==> src/rtl/mem_stage_if.sv <==
// mem_stage_if: data-memory request/done bus between the memory pipeline
// stage (master) and a multi-cycle data memory (slave).
//   mem_addr/mem_wdata : address and write data, held stable for the request
//   mem_rd/mem_wr      : request strobes (at most one set)
//   mem_rdata          : read data, valid in the mem_done cycle
//   mem_done           : access completes this cycle
interface mem_stage_if;
    logic [15:0] mem_addr;
    logic [15:0] mem_wdata;
    logic        mem_rd;
    logic        mem_wr;
    logic [15:0] mem_rdata;
    logic        mem_done;

    modport master (
        output mem_addr, mem_wdata, mem_rd, mem_wr,
        input  mem_rdata, mem_done
    );

    modport slave (
        input  mem_addr, mem_wdata, mem_rd, mem_wr,
        output mem_rdata, mem_done
    );
endinterface

==> src/rtl/mem_stage.sv <==
// mem_stage: pipeline memory stage. Holds the EX/MEM register, runs the
// data-memory handshake, stalls upstream while an access is outstanding,
// and writes the MEM/WB register.
//   clk, rst            : clock, asynchronous active-high reset
//   ex_*                : instruction arriving from execute
//   flush               : squash the instruction entering EX/MEM
//   mem                 : data-memory bus (master side)
//   stall               : freeze upstream stages and the EX/MEM input
//   exmem_alu_result    : EX/MEM result, forwarding source
//   wb_*                : MEM/WB register (wb_data also a forwarding source)
//   err                 : sticky fatal error (misaligned access or timeout)
module mem_stage #(
    parameter int unsigned TIMEOUT = 16
) (
    input  logic               clk,
    input  logic               rst,
    input  logic               ex_valid,
    input  logic [15:0]        ex_alu_result,
    input  logic [15:0]        ex_store_data,
    input  logic               ex_mem_read,
    input  logic               ex_mem_write,
    input  logic               ex_mem_to_reg,
    input  logic               ex_reg_write,
    input  logic [2:0]         ex_wb_reg,
    input  logic               ex_halt,
    input  logic               flush,
    mem_stage_if.master        mem,
    output logic               stall,
    output logic [15:0]        exmem_alu_result,
    output logic [15:0]        wb_data,
    output logic               wb_valid,
    output logic               wb_reg_write,
    output logic               wb_halt,
    output logic [2:0]         wb_reg,
    output logic               err
);

    localparam logic [1:0] S_IDLE   = 2'd0;
    localparam logic [1:0] S_ACCESS = 2'd1;
    localparam logic [1:0] S_ERR    = 2'd2;

    localparam logic [4:0] CNT_LAST = 5'(TIMEOUT - 1);

    logic [1:0]  state_q, state_d;
    logic [4:0]  cnt_q, cnt_d;

    logic        exm_valid_q;
    logic [15:0] exm_result_q;
    logic [15:0] exm_sdata_q;
    logic        exm_rd_q, exm_wr_q, exm_m2r_q, exm_rw_q, exm_halt_q;
    logic [2:0]  exm_reg_q;

    logic        wb_valid_q, wb_rw_q, wb_halt_q;
    logic [15:0] wb_data_q;
    logic [2:0]  wb_reg_q;

    logic        mem_op, aligned, req, done, wb_load;

    assign mem_op  = exm_valid_q & (exm_rd_q | exm_wr_q);
    assign aligned = ~exm_result_q[0];
    assign req     = mem_op & aligned & (state_q != S_ERR);
    // A done pulse outside an active request is ignored.
    assign done    = req & mem.mem_done;
    assign wb_load = exm_valid_q & (~mem_op | done) & (state_q != S_ERR);

    // Read+write together is treated as a write.
    assign mem.mem_rd    = req & ~exm_wr_q;
    assign mem.mem_wr    = req & exm_wr_q;
    assign mem.mem_addr  = req ? exm_result_q : '0;
    assign mem.mem_wdata = req ? exm_sdata_q  : '0;

    assign stall            = (mem_op & ~done) | (state_q == S_ERR);
    assign err              = (state_q == S_ERR);
    assign exmem_alu_result = exm_result_q;
    assign wb_data          = wb_data_q;
    assign wb_valid         = wb_valid_q;
    assign wb_reg_write     = wb_rw_q;
    assign wb_halt          = wb_halt_q;
    assign wb_reg           = wb_reg_q;

    // The IDLE cycle that issues a request is its first request cycle, so
    // ACCESS is entered with the counter already at 1; the timeout then
    // fires after exactly TIMEOUT request cycles.
    always_comb begin
        state_d = state_q;
        cnt_d   = cnt_q;
        case (state_q)
            S_IDLE: begin
                cnt_d = '0;
                if (mem_op) begin
                    if (!aligned) begin
                        state_d = S_ERR;
                    end else if (!done) begin
                        state_d = S_ACCESS;
                        cnt_d   = 5'd1;
                    end
                end
            end
            S_ACCESS: begin
                if (done) begin
                    state_d = S_IDLE;
                    cnt_d   = '0;
                end else if (cnt_q == CNT_LAST) begin
                    state_d = S_ERR;
                end else if (cnt_q != '1) begin
                    cnt_d = cnt_q + 5'd1;
                end
            end
            S_ERR:   state_d = S_ERR;
            default: state_d = S_IDLE;
        endcase
    end

    always_ff @(posedge clk or posedge rst) begin
        if (rst) begin
            state_q <= S_IDLE;
            cnt_q   <= '0;
        end else begin
            state_q <= state_d;
            cnt_q   <= cnt_d;
        end
    end

    always_ff @(posedge clk or posedge rst) begin
        if (rst) begin
            exm_valid_q  <= 1'b0;
            exm_result_q <= '0;
            exm_sdata_q  <= '0;
            exm_rd_q     <= 1'b0;
            exm_wr_q     <= 1'b0;
            exm_m2r_q    <= 1'b0;
            exm_rw_q     <= 1'b0;
            exm_halt_q   <= 1'b0;
            exm_reg_q    <= '0;
        end else if (!stall) begin
            exm_valid_q  <= ex_valid & ~flush;
            exm_result_q <= ex_alu_result;
            exm_sdata_q  <= ex_store_data;
            exm_rd_q     <= ex_mem_read;
            exm_wr_q     <= ex_mem_write;
            exm_m2r_q    <= ex_mem_to_reg;
            exm_rw_q     <= ex_reg_write;
            exm_halt_q   <= ex_halt;
            exm_reg_q    <= ex_wb_reg;
        end
    end

    always_ff @(posedge clk or posedge rst) begin
        if (rst) begin
            wb_valid_q <= 1'b0;
            wb_rw_q    <= 1'b0;
            wb_halt_q  <= 1'b0;
            wb_data_q  <= '0;
            wb_reg_q   <= '0;
        end else if (wb_load) begin
            wb_valid_q <= 1'b1;
            wb_rw_q    <= exm_rw_q & ~exm_wr_q;
            wb_halt_q  <= exm_halt_q;
            wb_data_q  <= exm_m2r_q ? mem.mem_rdata : exm_result_q;
            wb_reg_q   <= exm_reg_q;
        end else begin
            wb_valid_q <= 1'b0;
            wb_rw_q    <= 1'b0;
            wb_halt_q  <= 1'b0;
        end
    end

endmodule

==> src/flat_wrapper.sv <==
// flat-port wrapper written by rule: the top's interface ports become plain ports
module mem_stage_flat 
#(
    parameter int unsigned TIMEOUT = 16
)
  (clk, rst, ex_valid, ex_alu_result, ex_store_data, ex_mem_read, ex_mem_write, ex_mem_to_reg, ex_reg_write, ex_wb_reg, ex_halt, flush, stall, exmem_alu_result, wb_data, wb_valid, wb_reg_write, wb_halt, wb_reg, err, mem_mem_addr, mem_mem_wdata, mem_mem_rd, mem_mem_wr, mem_mem_rdata, mem_mem_done);
  mem_stage_if mem_i ();
  input  logic clk;
  input  logic rst;
  input  logic ex_valid;
  input  logic [15:0] ex_alu_result;
  input  logic [15:0] ex_store_data;
  input  logic ex_mem_read;
  input  logic ex_mem_write;
  input  logic ex_mem_to_reg;
  input  logic ex_reg_write;
  input  logic [2:0] ex_wb_reg;
  input  logic ex_halt;
  input  logic flush;
  output logic stall;
  output logic [15:0] exmem_alu_result;
  output logic [15:0] wb_data;
  output logic wb_valid;
  output logic wb_reg_write;
  output logic wb_halt;
  output logic [2:0] wb_reg;
  output logic err;
  output wire logic [$bits(mem_i.mem_addr)-1:0] mem_mem_addr;
  output wire logic [$bits(mem_i.mem_wdata)-1:0] mem_mem_wdata;
  output wire logic [$bits(mem_i.mem_rd)-1:0] mem_mem_rd;
  output wire logic [$bits(mem_i.mem_wr)-1:0] mem_mem_wr;
  input wire logic [$bits(mem_i.mem_rdata)-1:0] mem_mem_rdata;
  input wire logic [$bits(mem_i.mem_done)-1:0] mem_mem_done;
  assign mem_mem_addr = mem_i.mem_addr;
  assign mem_mem_wdata = mem_i.mem_wdata;
  assign mem_mem_rd = mem_i.mem_rd;
  assign mem_mem_wr = mem_i.mem_wr;
  assign mem_i.mem_rdata = mem_mem_rdata;
  assign mem_i.mem_done = mem_mem_done;
  mem_stage #(.TIMEOUT(TIMEOUT)) u_core (.clk(clk), .rst(rst), .ex_valid(ex_valid), .ex_alu_result(ex_alu_result), .ex_store_data(ex_store_data), .ex_mem_read(ex_mem_read), .ex_mem_write(ex_mem_write), .ex_mem_to_reg(ex_mem_to_reg), .ex_reg_write(ex_reg_write), .ex_wb_reg(ex_wb_reg), .ex_halt(ex_halt), .flush(flush), .mem(mem_i), .stall(stall), .exmem_alu_result(exmem_alu_result), .wb_data(wb_data), .wb_valid(wb_valid), .wb_reg_write(wb_reg_write), .wb_halt(wb_halt), .wb_reg(wb_reg), .err(err));
endmodule
==> config.mk <==
export PLATFORM = sky130hd
export DESIGN_NAME = mem_stage_flat
export DESIGN_NICKNAME = d
export VERILOG_FILES = /design/src/rtl/mem_stage_if.sv /design/src/rtl/mem_stage.sv /design/src/flat_wrapper.sv
export SDC_FILE = /design/constraint.sdc
export NUM_CORES = 1
export LEC_CHECK = 0
export BUFFER_PORTS_ARGS = -buffer_cell sky130_fd_sc_hd__buf_2
export CORE_ASPECT_RATIO = 1.4
export CORE_MARGIN = 3
export CORE_UTILIZATION = 32
export DETAILED_ROUTE_END_ITERATION = 10
export GPL_ROUTABILITY_DRIVEN = 0
export GPL_TIMING_DRIVEN = 0
export PLACE_DENSITY_LB_ADDON = 0.05
export SLEW_MARGIN = 10
export SYNTH_ARGS = -nofsm -noshare
export SYNTH_HDL_FRONTEND = slang
export SYNTH_SLANG_ARGS = --single-unit
==> constraint.sdc <==
create_clock -name clk -period 2.7 [get_ports clk]
set_clock_uncertainty 0.15 [all_clocks]
set_input_delay 0.54 -clock clk [delete_from_list [all_inputs] [get_ports clk]]
set_output_delay 0.54 -clock clk [all_outputs]
set_load 0.02 [all_outputs]
==> results.md <==
* Compound-gate portion of the synthesized area at 6.77%
* CP required at 2010 ps
* Die area at 11300 µm²
* CP Launch Type: register
* Worst skew pair latency at 330 ps
* Clk sink count at 70
* # H-tree levels at 3
* Overall power at 5.92 mW
* Routed vias at 2446
* Switching share of power at 38.7%
* FF-to-FF path depth at 7
* ANT nets after route at 0
* Clock Path Buffers at 2
* Crit-path cells: buf_4 -> nand2b_4 -> inv_2 -> nor3_4 -> clkbuf_2 -> and2_1 -> buf_2
* # fillers at 981
* Outcome: finished, final reports clean
* Starting DRT DRC Count at 51
* Clk slew on worst S/H paths at 50 ps
* PortBufs at 133
* Worst hold path class: in -> async
* CP max-delay cell: dfrtp_1
* Post-Synthesis Cells at 266
* Final Hold Viols at 0
* Area of the multi-input gates at 1330 µm²
* Sequential fraction of the synthesis area at 54.5%
* Max stage delay on crit path at 320 ps
* Syn. warnings at 0
* Async set-reset flop share out of synthesis at 100%
* Total power per unit cell area at 1350 nW/µm²
* Internal power at 3.63 mW
* Starting Density at 33.4%
* Drt pass-1 iters at 4
* Clock power share at 20.7%
* Site Rows at 42
* Syn Std Cell Area at 3210 µm²
* Most frequent cells in the layout: buf_2, dfrtp_1, mux2_2
* Crit path buffers/inverters at 4
* Leak at 2.26 nW
* Die W at 90.7 µm
* Count of cell types in the netlist at 39
* First-pass GRT wire length at 13.2 mm
* Largest family of logic cells by synthesized area: multiplexers
* All-Layer GR Usage at 14.9%
* Syn nets at 330
* Initial antenna violation count at 0
* RR Endpoint: u_core.cnt_q[3]
* CP max FO at 10
* Delay-heaviest family, CP: buffers and inverters
* Final Setup Violations at 0
* Crit path kind: reg -> out
* Synth Flop Type: dfrtp_1
* Comb pwr share at 48.0%
* Max Cap Viol at 0
* Pre-CTS setup slack at 192 ps
* Die Y at 125 µm
* Final min period at 2540 ps
* CP arrival at 1850 ps
* CP Capture Type: primary output
* Layout cells sized above 1 at 50.6%
* Final max-slew violation count at 0
* Remaining DRCs at 0
* Reg power frac at 31.3%
* Reg area at 1750 µm²
* Leading cell type in the layout, fill and taps excluded: buf_2
* Maximum number of pins on one net before global-route repair at 38
* Total grt overflow at 0
* Number of global-route vias before repair at 2583
* Nets@finish at 475
* Core box area at 9620 µm²
* CTS tree: done
* Simple-Gate Fraction of Synth Area at 13.1%
* Diode count at 0
* Inserted Clock Buffers at 9
* Peak supply drop at 450 µV
* Area grow syn2layout at 36.4%
* Final TNS setup at 0 ps
* Placed cells at 532
* Flop2flop setup slack at 530 ps
* Setup ws final at 161 ps
* Dpl hpwl at 6.00 mm
* Clock root buffer: clkbuf_16
* Reg-to-Reg Start: u_core.cnt_q[0]
* Post-synthesis mux area share at 20.0%
* Unrepaired setup endpoints after global routing: no
* IO Count at 135
* Hold Worst Slack at 94.5 ps
* Post-synth EDFFs at 0
* Max frequency at 394 MHz
* Fin cells at 547
* DRT Wirelength at 7.97 mm
* Final worst path period share at 94.0%
* Area share of fa/ha/maj cells after synthesis at 1.17%
* Switching power at 2.29 mW
* Mapped Avg Cell Area at 12.1 µm²
* Synthesized flop and latch total at 70
* Via density at 4.47
* Xor and xnor area share after synthesis at 0%
* Wire per inst at 14.6 µm
[worst max path at each step]
stage	from	end	cells after the start	slack, ps
2_1_floorplan	rst	u_core.cnt_q[0]	1	240
3_3_place_gp	rst	u_core.exmem_alu_result[3]	2	-820
3_5_place_dp	u_core.state_q[0]	mem_mem_wdata[15]	7	190
4_1_cts	u_core.state_q[0]	mem_mem_wdata[8]	7	10
5_1_grt	u_core.state_q[0]	mem_mem_wdata[8]	7	10
6_report	u_core.state_q[0]	mem_mem_wdata[8]	7	160
[synth_stat cells (2+ instances only)]
| cell | instances | area [µm²] |
|---|---|---|
| buf_4 | 7 | 52.6 |
| and2_1 | 34 | 213 |
| o21ai_0 | 3 | 15.0 |
| dfrtp_1 | 70 | 1750 |
| nor2_1 | 4 | 15.0 |
| mux2_4 | 3 | 45.0 |
| ha_1 | 3 | 37.5 |
| mux2i_1 | 16 | 160 |
| a22o_1 | 3 | 26.3 |
| buf_6 | 3 | 33.8 |
| nand2b_1 | 2 | 12.5 |
| nor3_1 | 2 | 10.0 |
| clkbuf_1 | 4 | 15.0 |
| o21ai_2 | 2 | 17.5 |
| mux2_2 | 38 | 428 |
| buf_2 | 2 | 10.0 |
| o21ai_1 | 17 | 85.1 |
| a21oi_1 | 3 | 15.0 |
| inv_1 | 6 | 22.5 |
| o211ai_1 | 2 | 15.0 |
| o21bai_1 | 2 | 15.0 |
| nor4_1 | 2 | 12.5 |
| nand2_1 | 22 | 82.6 |
[per-stage QoR]
stage | area [µm²] | util (%)
finish | 4390 | 45.6
global route | 4390 | 45.6
CTS | 4380 | 45.5
detailed placement | 4070 | 42.3
global placement | 4050 | 42.1
floorplan | 3210 | -
[cells by family (layout without fill, tap and decap cells)]
group / after synthesis / after routing
multiplexers: 58 / 58
other: 1 / 1
AND/OR/NAND/NOR: 75 / 75
AO/OA/AOI/OAI: 36 / 36
buffers and inverters: 23 / 172
adder cells (fa/ha/maj): 3 / 3
flip-flops: 70 / 70
[per-layer routing]
layer	wire length [µm]	up-vias	global-route usage (%)
li1	-	1195	-
met1	3340	1157	17.8
met2	3920	83	24.9
met3	547	11	3.56
met4	170	0	7.30
met5	0	-	0
[area by class of cell]
type	count	share of cell area [%]
buffer	16	2.68
inverter	7	0.656
multi-input combinational	173	30.4
clock buffer	11	5.31
tap	132	3.77
timing repair buffer	134	15.6
sequential	70	39.9
clock inverter	4	1.65
[power groups by stage]
stage	logic (mW)	registers (mW)	clock network, mW
2_1_floorplan	1.72	2.16	0
3_3_place_gp	2.86	1.86	0
3_5_place_dp	2.89	1.88	0
4_1_cts	2.90	1.86	1.26
5_1_grt	3.12	1.93	1.30
6_report	2.84	1.85	1.23
[repair_timing]
| item | CTS | global route |
|---|---|---|
| endpoints found under the setup margin | 30 | 30 |
| gates resized for setup | 4 | 1 |
| hold buffers | 0 | 0 |
| buffers inserted | 0 | 0 |
Note: power is estimated with default switching activity, not from simulation.
